**src/rtl/sha1_arb_pkg.sv**
```systemverilog
// Shared widths and FSM encoding for the sha1_dfa request arbiter.
package sha1_arb_pkg;

  localparam int DIGEST_W = 160;
  localparam int WORD_W   = 32;

  typedef enum logic [1:0] {
    ST_IDLE  = 2'd0,
    ST_ISSUE = 2'd1,
    ST_WAIT  = 2'd2,
    ST_DONE  = 2'd3
  } state_t;

endpackage

```
**src/rtl/sha1_arb_rr_arbiter.sv**
```systemverilog
// Combinational round-robin picker: first set request at or after ptr, wrapping.
module rr_arbiter #(
  parameter int NREQ = 2,
  parameter int IDW  = $clog2(NREQ)
) (
  input  logic [NREQ-1:0] req,
  input  logic [IDW-1:0]  ptr,
  output logic [IDW-1:0]  idx,
  output logic            valid
);

  int             kk;
  logic [IDW-1:0] k;
  logic           hit;

  // Scan from farthest to nearest offset so the closest requester is written last.
  always_comb begin
    idx   = '0;
    valid = 1'b0;
    kk    = 0;
    k     = '0;
    hit   = 1'b0;
    for (int i = NREQ - 1; i >= 0; i--) begin
      kk    = (int'(ptr) + i) % NREQ;
      k     = IDW'(kk);
      hit   = req[k];
      idx   = hit ? k : idx;
      valid = valid | hit;
    end
  end

endmodule

```
**src/rtl/sha1_arb.sv**
```systemverilog
// Round-robin front end sharing one sha1_dfa engine; sequences start, wait, latch, return.
module sha1_arb
  import sha1_arb_pkg::*;
#(
  parameter int NREQ    = 2,
  parameter int IDW     = $clog2(NREQ),
  parameter int TIMEOUT = 256
) (
  input  logic                   clk,
  input  logic                   rst,
  input  logic [NREQ-1:0]        req_i,
  input  logic [NREQ*WORD_W-1:0] para_i,
  input  logic [NREQ*WORD_W-1:0] addr_i,
  output logic [NREQ-1:0]        gnt_o,
  output logic [NREQ-1:0]        done_o,
  output logic [NREQ-1:0]        err_o,
  output logic [DIGEST_W-1:0]    result_o,
  output logic [IDW-1:0]         result_id_o,
  output logic                   eng_start_o,
  output logic [WORD_W-1:0]      eng_para_o,
  output logic [WORD_W-1:0]      eng_addr_o,
  input  logic [DIGEST_W-1:0]    eng_result_i,
  input  logic                   eng_ready_i,
  input  logic                   eng_busy_i,
  input  logic [WORD_W-1:0]      eng_addr_i
);

  localparam int CW = $clog2(TIMEOUT);

  state_t          state_r, state_nx;
  logic [IDW-1:0]  idx_r, rr_ptr_r, ptr_nx, arb_idx;
  logic            arb_valid, tag_hit, tag_fail;
  logic [CW-1:0]   cnt_r;
  logic [NREQ-1:0] owner_oh, arb_oh;
  logic            unused_busy;

  rr_arbiter #(.NREQ(NREQ), .IDW(IDW)) u_rr (
    .req   (req_i),
    .ptr   (rr_ptr_r),
    .idx   (arb_idx),
    .valid (arb_valid)
  );

  assign owner_oh    = NREQ'(1) << idx_r;
  assign arb_oh      = NREQ'(1) << arb_idx;
  assign unused_busy = eng_busy_i;

  // Next-state decode; a ready in the last counted cycle beats the timeout.
  always_comb begin
    state_nx = state_r;
    tag_hit  = 1'b0;
    tag_fail = 1'b0;
    ptr_nx   = (idx_r == IDW'(NREQ - 1)) ? '0 : idx_r + IDW'(1);
    case (state_r)
      ST_IDLE:  state_nx = arb_valid ? ST_ISSUE : ST_IDLE;
      ST_ISSUE: state_nx = ST_WAIT;
      ST_WAIT: begin
        if (eng_ready_i) begin
          if (eng_addr_i == eng_addr_o) begin
            tag_hit  = 1'b1;
            state_nx = ST_DONE;
          end else begin
            tag_fail = 1'b1;
            state_nx = ST_IDLE;
          end
        end else if (cnt_r == CW'(TIMEOUT - 1)) begin
          tag_fail = 1'b1;
          state_nx = ST_IDLE;
        end else begin
          state_nx = ST_WAIT;
        end
      end
      ST_DONE:  state_nx = ST_IDLE;
      default:  state_nx = ST_IDLE;
    endcase
  end

  // FSM state register.
  always_ff @(posedge clk) begin
    if (rst) state_r <= ST_IDLE;
    else     state_r <= state_nx;
  end

  // Job latches, handshake pulses and the cycle counter (counts from ISSUE).
  always_ff @(posedge clk) begin
    if (rst) begin
      idx_r       <= '0;
      rr_ptr_r    <= '0;
      cnt_r       <= '0;
      gnt_o       <= '0;
      done_o      <= '0;
      err_o       <= '0;
      result_o    <= '0;
      result_id_o <= '0;
      eng_start_o <= 1'b0;
      eng_para_o  <= '0;
      eng_addr_o  <= '0;
    end else begin
      eng_start_o <= 1'b0;
      done_o      <= '0;
      err_o       <= '0;
      case (state_r)
        ST_IDLE: begin
          gnt_o <= '0;
          if (arb_valid) begin
            idx_r       <= arb_idx;
            eng_para_o  <= para_i[int'(arb_idx)*WORD_W +: WORD_W];
            eng_addr_o  <= addr_i[int'(arb_idx)*WORD_W +: WORD_W];
            eng_start_o <= 1'b1;
            gnt_o       <= arb_oh;
            cnt_r       <= '0;
          end
        end
        ST_ISSUE: cnt_r <= cnt_r + CW'(1);
        ST_WAIT: begin
          cnt_r <= cnt_r + CW'(1);
          if (tag_hit) begin
            result_o    <= eng_result_i;
            result_id_o <= idx_r;
            done_o      <= owner_oh;
          end else if (tag_fail) begin
            err_o    <= owner_oh;
            rr_ptr_r <= ptr_nx;
          end
        end
        ST_DONE: begin
          gnt_o    <= '0;
          rr_ptr_r <= ptr_nx;
        end
        default: gnt_o <= '0;
      endcase
    end
  end

endmodule
```
**config.mk**
```make
export PLATFORM = sky130hd
export DESIGN_NAME = sha1_arb
export DESIGN_NICKNAME = d
export VERILOG_FILES = /design/src/rtl/sha1_arb_pkg.sv /design/src/rtl/sha1_arb_rr_arbiter.sv /design/src/rtl/sha1_arb.sv
export SDC_FILE = /design/constraint.sdc
export NUM_CORES = 1
export LEC_CHECK = 0
export CORE_AREA = 4 4 218 220
export CTS_CLUSTER_DIAMETER = 100
export CTS_CLUSTER_SIZE = 28
export DETAILED_ROUTE_END_ITERATION = 16
export DIE_AREA = 0 0 222 224
export GPL_TIMING_DRIVEN = 0
export PLACE_DENSITY = 0.6
export SLEW_MARGIN = 20
export SYNTH_ARGS = -nofsm -noshare
export SYNTH_HDL_FRONTEND = slang
export SYNTH_SLANG_ARGS = --single-unit
```
**constraint.sdc**
```tcl
create_clock -name clk -period 2.19 [get_ports clk]
set_input_delay 0.3285 -clock clk [delete_from_list [all_inputs] [get_ports clk]]
set_output_delay 0.3285 -clock clk [all_outputs]
set_load 0.01 [all_outputs]
```
==> results of run 1 <==
[cell type report]
| class | count | area, µm² | area share, % |
|---|---|---|---|
| flip-flops and latches | 244 | 4900 | 27.7 |
| clock inverters | 3 | 32.5 | 0.184 |
| repair buffers | 576 | 5890 | 33.3 |
| inverters | 12 | 45.0 | 0.255 |
| diodes | 1 | 2.50 | 0.0142 |
| clock buffers | 14 | 339 | 1.92 |
| multi-input cells | 787 | 5040 | 28.5 |
| well taps | 600 | 751 | 4.25 |
| plain buffers | 82 | 673 | 3.81 |
[worst min-delay path, stage by stage]
cell      delay, ns
clkbuf_1       0.23
or3_1          0.16
o32ai_1        0.07
[synth_stat cells (2+ instances only)]
| cell | count |
|---|---|
| buf_6 | 8 |
| nand2_1 | 326 |
| nor3_1 | 3 |
| buf_1 | 3 |
| nand4_1 | 7 |
| xnor2_1 | 25 |
| ha_1 | 4 |
| buf_2 | 12 |
| dfxtp_1 | 244 |
| o21ai_0 | 2 |
| a21oi_1 | 171 |
| xor2_1 | 5 |
| clkbuf_1 | 60 |
| and4_1 | 2 |
| nor4_1 | 2 |
| mux2i_1 | 64 |
| a2111o_1 | 2 |
| o221ai_1 | 3 |
| nand2b_1 | 2 |
| inv_1 | 12 |
| nor2_1 | 80 |
| nand3_1 | 4 |
| and3_1 | 2 |
| nor2b_1 | 6 |
| a211oi_1 | 64 |
[per-stage QoR]
stage	TNS [ns]	instance area (µm²)	utilization, %	setup WS (ns)	hold WS [ns]
after floorplan	0	9480	-	0.193	0.458
after global routing	-16.47	17700	39.0	-0.169	0.336
after CTS	-2.83	16400	36.3	-0.0868	0.320
after global placement	-200.82	15800	34.9	-1.12	0.437
after detailed placement	-205.03	15800	34.9	-1.16	0.442
final	-3.47	17700	39.0	-0.0894	0.334
[report_power, final]
part	leakage [nW]	switching, W	internal [W]	total (W)
clock	0.179	0.00155	0.00115	0.00270
sequential	1.99	0.000135	0.00459	0.00473
combinational	4.43	0.000804	0.00102	0.00183
total	6.59	0.00249	0.00676	0.00926
[worst min path at each step]
stage                         endpoint  cells after the start        startpoint  slack (ns)
after global routing      result_o[25]                      3  eng_result_i[25]        0.34
after detailed placement  result_o[17]                      2      result_o[17]        0.44
final                       state_r[1]                      3               rst        0.33
after CTS                   state_r[1]                      3               rst        0.32
after global placement    result_o[75]                      2      result_o[75]        0.44
after floorplan               cnt_r[1]                      2          cnt_r[1]        0.46
[state kept, by name, indices dropped and copies added (netlist names)]
register / flops
eng_addr_o: 32
result_o: 160
eng_para_o: 32
eng_start_o: 1
idx_r: 1
result_id_o: 1
done_o: 2
gnt_o: 2
cnt_r: 8
rr_ptr_r: 1
err_o: 2
state_r: 2
[metal layers]
| metal | vias up | wire length (µm) |
|---|---|---|
| met4 | 0 | 1360 |
| li1 | 4942 | - |
| met2 | 377 | 21800 |
| met3 | 53 | 2660 |
| met5 | - | 0 |
| met1 | 4774 | 18100 |
[kinds of logic after synthesis]
logic type      after synthesis
flops                       244
mux                          64
buf+inv                      97
xor+xnor                     30
compound gates              248
simple gates                440
fa+ha+maj                     4
[timing repair]
| action | in CTS | in global routing |
|---|---|---|
| resized for setup | 71 | 291 |
| gates cloned | 1 | 9 |
| buffers inserted | 6 | 6 |
| setup endpoints to repair | 222 | 222 |
| hold buffers | 0 | 0 |
| pin swaps | 9 | 142 |
==> reports/metrics.cfg, run 1 <==
[grt]
gr-usage-met2_pct = 28.0
grt_overflow = 0
grt.met1_usage_pct = 18.7
top_usage_layer = met2
antenna_found_initial = 1
gr-usage-all-layers_pct = 15.7
grt_max_degree = 29
grt_pass1_wl_um = 61700
met3_usage_pct = 4.06
grt_pass1_vias = 10200

[yosys]
synthXorXnorAreaFrac_pct = 2.77
yosysWarnings = 0
synth-seq-cells = 244
synth_seq_area_share_pct = 51.5
synth_cell_types = 39
syn_nets = 1457
syn_area_per_cell_um2 = 8.41
synth.cell_area_mm2 = 0.00948
synthAdderAreaFrac_pct = 0.528
synthSimpleGateAreaFrac_pct = 18.4
synth_top_area_cell = dfxtp_1
synth_top_family_by_area = simple AND/OR/NAND/NOR gates
synth_ff_type = dfxtp_1
synth.area.mux_share_pct = 6.76
synth_cells = 1127
synth_edf_count = 0
synth_compound_area_share_pct = 15.2
synth_top_area_share_pct = 51.5
async_flop_share_pct = 0
ys_top_cells_by_area = dfxtp_1, nand2_1, a21oi_1

[critical_path]
r2r_cells = 8
cpMaxStageDelayCell = a2111o_1
critPathTopFamily = simple AND/OR/NAND/NOR gates
crit_path_start_kind = flip-flop
crit_path_start = eng_addr_o[15]
worstPathRequired_ns = 2.63
crit_path_max_fanout = 10
rrSetupSlack_ns = -0.09
crit_arrival_ns = 2.72
cpPeakStageDelay_ns = 0.42
timing.rr.end = result_o[19]
worstSetupEndpointType = flip-flop
path_cells = nor2b_1, a2111o_1, nor4_4, and4_4, buf_12, buf_8, nand2_1, a21oi_2
worst-path-stages = 8
critPathKind = reg -> reg
crit-reg2reg-launch = eng_addr_o[15]
endpoint = result_o[19]
path_buf_inv = 2

[floorplanning]
num_rows = 78
dieWidth_um = 222
die_h_um = 224
coreArea_mm2 = 0.0453
initial_core_util_pct = 20.9
ios = 558
die_area_mm2 = 0.0497

[route]
routed-via-count = 10100
via_per_inst = 4.38
wl_per_cell_um = 18.9
drt_wl_total_um = 43900
firstDrtPassIters = 4
drc = 0
ant_nets = 0
first_iter_violations = 408

[power]
vdd_drop_max_v = 0.000430
leakage_nw = 6.59
p_total_w = 0.00926
power_per_cell_area_mw_per_mm2 = 524

[sta]
skew_ns = 0.0199
setup_ws_ns = -0.0894
period_share_pct = 104
finalSetupViolCount = 101
min_period_ns = 2.28
slew_viol_final = 0
grt_setup_unrepaired = yes
hold_viol_final = 0
tightest_slew_ns = 0.898
slew_headroom_pct = 40.1
fmax_mhz = 439

[place]
dp_hpwl_um = 33700
dpl.cell_count = 2282
io_buffer_count = 555
gp_congestion = 0.846

[cts]
clock_path_buffers = 3
clk_pin_slew_worst_paths_ns = 0.11
clkSinkCount = 244
tritoncts = yes
htreeDepth = 1
numCtsBuffers = 13
insertion_delay_ns = 0.51
root_buffer = clkbuf_16

[layout]
drive_gt1_share_pct = 15.9
final_common_cell = clkdlybuf4s50_1
nets = 2046
syn_to_final_growth_pct = 86.5
n_fill_cell = 4537
mostFrequentLayoutCells = clkdlybuf4s50_1, nand2_1, dfxtp_1
instances_no_fill = 2319

[job]
cap_violations = 0

[status]
status = finished, violations left
violations = setup timing

[worst_hold_path]
hold_path.class = in -> reg

(Power assumes the default switching activity.)
==> inputs of run 2 (changes only) <==
Settings changed: CTS_CLUSTER_SIZE 28 to default, PLACE_DENSITY 0.6 to default.
==> reports/metrics.cfg, run 2 (same netlist as run 1, synthesis figures left out) <==
[critical_path]
rrSetupSlack_ns = -0.04  ; +0.04 ns
r2r_cells = 8  ; unchanged
crit_arrival_ns = 2.71  ; about the same
worstPathRequired_ns = 2.66  ; +0.03 ns
endpoint = result_o[79]
crit_path_start = eng_addr_o[23]
crit-reg2reg-launch = eng_addr_o[23]
crit_path_max_fanout = 8  ; -2
worstSetupEndpointType = flip-flop
crit_path_start_kind = flip-flop
critPathKind = reg -> reg
timing.rr.end = result_o[79]

[layout]
drive_gt1_share_pct = 14.8  ; -1.1 points
postLayoutCellArea_mm2 = 0.0179  ; +1.1%
instances_no_fill = 2348  ; +1.3%
n_fill_cell = 4534  ; -0.066%
top_regs = result_o (160), eng_addr_o (32), eng_para_o (32)
multiInputGateArea_mm2 = 0.00484  ; -4.0%
mostFrequentLayoutCells = clkdlybuf4s50_1, nand2_1, dfxtp_1
final_common_cell = clkdlybuf4s50_1
syn_to_final_growth_pct = 88.5
nets = 2056  ; +0.49%
largest_reg_flops = 160  ; unchanged
regMostFlops = result_o
register_area_mm2 = 0.00490  ; about the same

[sta]
slew_viol_final = 0  ; unchanged
skew_ns = 0.0114  ; -0.00846 ns
min_period_ns = 2.23  ; -0.0448 ns
setup_ws_ns = -0.0446  ; +0.0448 ns
hold_ws_ns = 0.311  ; -0.0226 ns
fmax_mhz = 448  ; +2.0%
finalSetupViolCount = 36  ; -64%
tightest_slew_ns = 0.940  ; +0.0423 ns
grt_setup_unrepaired = yes
hold_viol_final = 0  ; unchanged
slew_headroom_pct = 37.3  ; -2.8 points
period_share_pct = 102  ; -2.0 points

[cts]
tritoncts = yes
holdBufCountCts = 0  ; unchanged
insertion_delay_ns = 0.55  ; +0.04 ns
clkSinkCount = 244  ; unchanged
numCtsBuffers = 28  ; +15
clk_pin_slew_worst_paths_ns = 0.06  ; -0.05 ns
htreeDepth = 1  ; unchanged
root_buffer = clkbuf_16
clock_path_buffers = 3  ; unchanged

[status]
violations = setup timing
status = finished, violations left

[job]
cap_violations = 0  ; unchanged

[place]
dp_hpwl_um = 33700  ; unchanged
gp_congestion = 0.846  ; unchanged
io_buffer_count = 555  ; unchanged
post_dp_cell_area_mm2 = 0.0158  ; unchanged
dpl.cell_count = 2282  ; unchanged

[route]
wl_per_cell_um = 18.6  ; -2.0%
drc = 0  ; unchanged
via_per_inst = 4.38  ; +0.15%
drt_wl_total_um = 43600  ; -0.73%
first_iter_violations = 422  ; +3.4%
routed-via-count = 10300  ; +1.4%
ant_nets = 0  ; unchanged
firstDrtPassIters = 6  ; +2

[worst_hold_path]
hold_path.class = in -> reg

[floorplanning]
coreArea_mm2 = 0.0453  ; unchanged
die_h_um = 224  ; unchanged
die_area_mm2 = 0.0497  ; unchanged
num_rows = 78  ; unchanged
dieWidth_um = 222  ; unchanged
initial_core_util_pct = 20.9  ; unchanged
ios = 558  ; unchanged

[grt]
gr-usage-all-layers_pct = 16.2  ; +0.49 points
grt_pass1_wl_um = 63700  ; +3.3%
grt_overflow = 0  ; unchanged
grt_pass1_vias = 10600  ; +3.2%
grt_max_degree = 20  ; -31%
antenna_found_initial = 1  ; unchanged

[power]
vdd_drop_max_v = 0.000436  ; +1.4%
leakage_nw = 6.64  ; +0.77%
power_per_cell_area_mw_per_mm2 = 629  ; +20%

[run 2: final cells by class]
class                   instances  area share, %
repair buffers                576           32.6
flip-flops and latches        244           27.4
multi-input cells             787           27.1
clock buffers                  37           4.40
well taps                     600           4.20
plain buffers                  77           3.24
clock inverters                14          0.742
inverters                      12          0.252
diodes                          1         0.0140
[run 2: worst min-delay path by stage]
stage / from / end / slack (ns) / depth (start not counted)
3_3_place_gp: result_o[75] / result_o[75] / 0.44 / 2
3_5_place_dp: result_o[17] / result_o[17] / 0.44 / 2
6_report: rst / state_r[1] / 0.31 / 3
2_1_floorplan: cnt_r[1] / cnt_r[1] / 0.46 / 2
5_1_grt: eng_result_i[25] / result_o[25] / 0.32 / 3
4_1_cts: rst / state_r[1] / 0.28 / 3
[run 2: routing by layer]
metal | track usage, % | up-vias | part of all wire [%] | wire [µm]
li1 | - | 4979 | - | -
met1 | 19.4 | 4845 | 41 | 17800
met4 | 5.18 | 0 | 3.1 | 1350
met3 | 4.01 | 72 | 6.7 | 2940
met5 | 0 | - | 0 | 0
met2 | 28.8 | 392 | 49 | 21500
[run 2: timing repair]
action | 4_1_cts | 5_1_grt
pin swaps | 70 | 85
gates resized for setup | 111 | 201
setup buffers | 16 | 4
gates cloned | 8 | 1
setup endpoints to repair | 220 | 217
[run 2: through the flow]
step	TNS (ns)	util, %	power [W]	setup slack [ns]
final	-0.729	39.5	0.0112	-0.0446
after global routing	-9.69	39.5	0.0117	-0.150
after CTS	-2.36	38.5	0.0113	-0.109
after detailed placement	-205.03	34.9	0.00657	-1.16
after global placement	-200.82	34.9	0.00655	-1.12
after floorplan	0	-	0.00541	0.193
[run 2: report_power, final]
part	switching (W)	total [W]	leakage [nW]	internal (W)
clock	0.00192	0.00468	0.454	0.00276
combinational	0.000793	0.00182	4.20	0.00103
sequential	0.000136	0.00473	1.99	0.00460
[run 2: critical path: stages, from the launching register on]
cell and delay, ns:
dfxtp_4 0.36, nor2b_1 0.04, a2111o_1 0.42, nor4_4 0.38
and4_4 0.39, buf_12 0.19, buf_8 0.15, nand2_1 0.06
a21oi_1 0.13
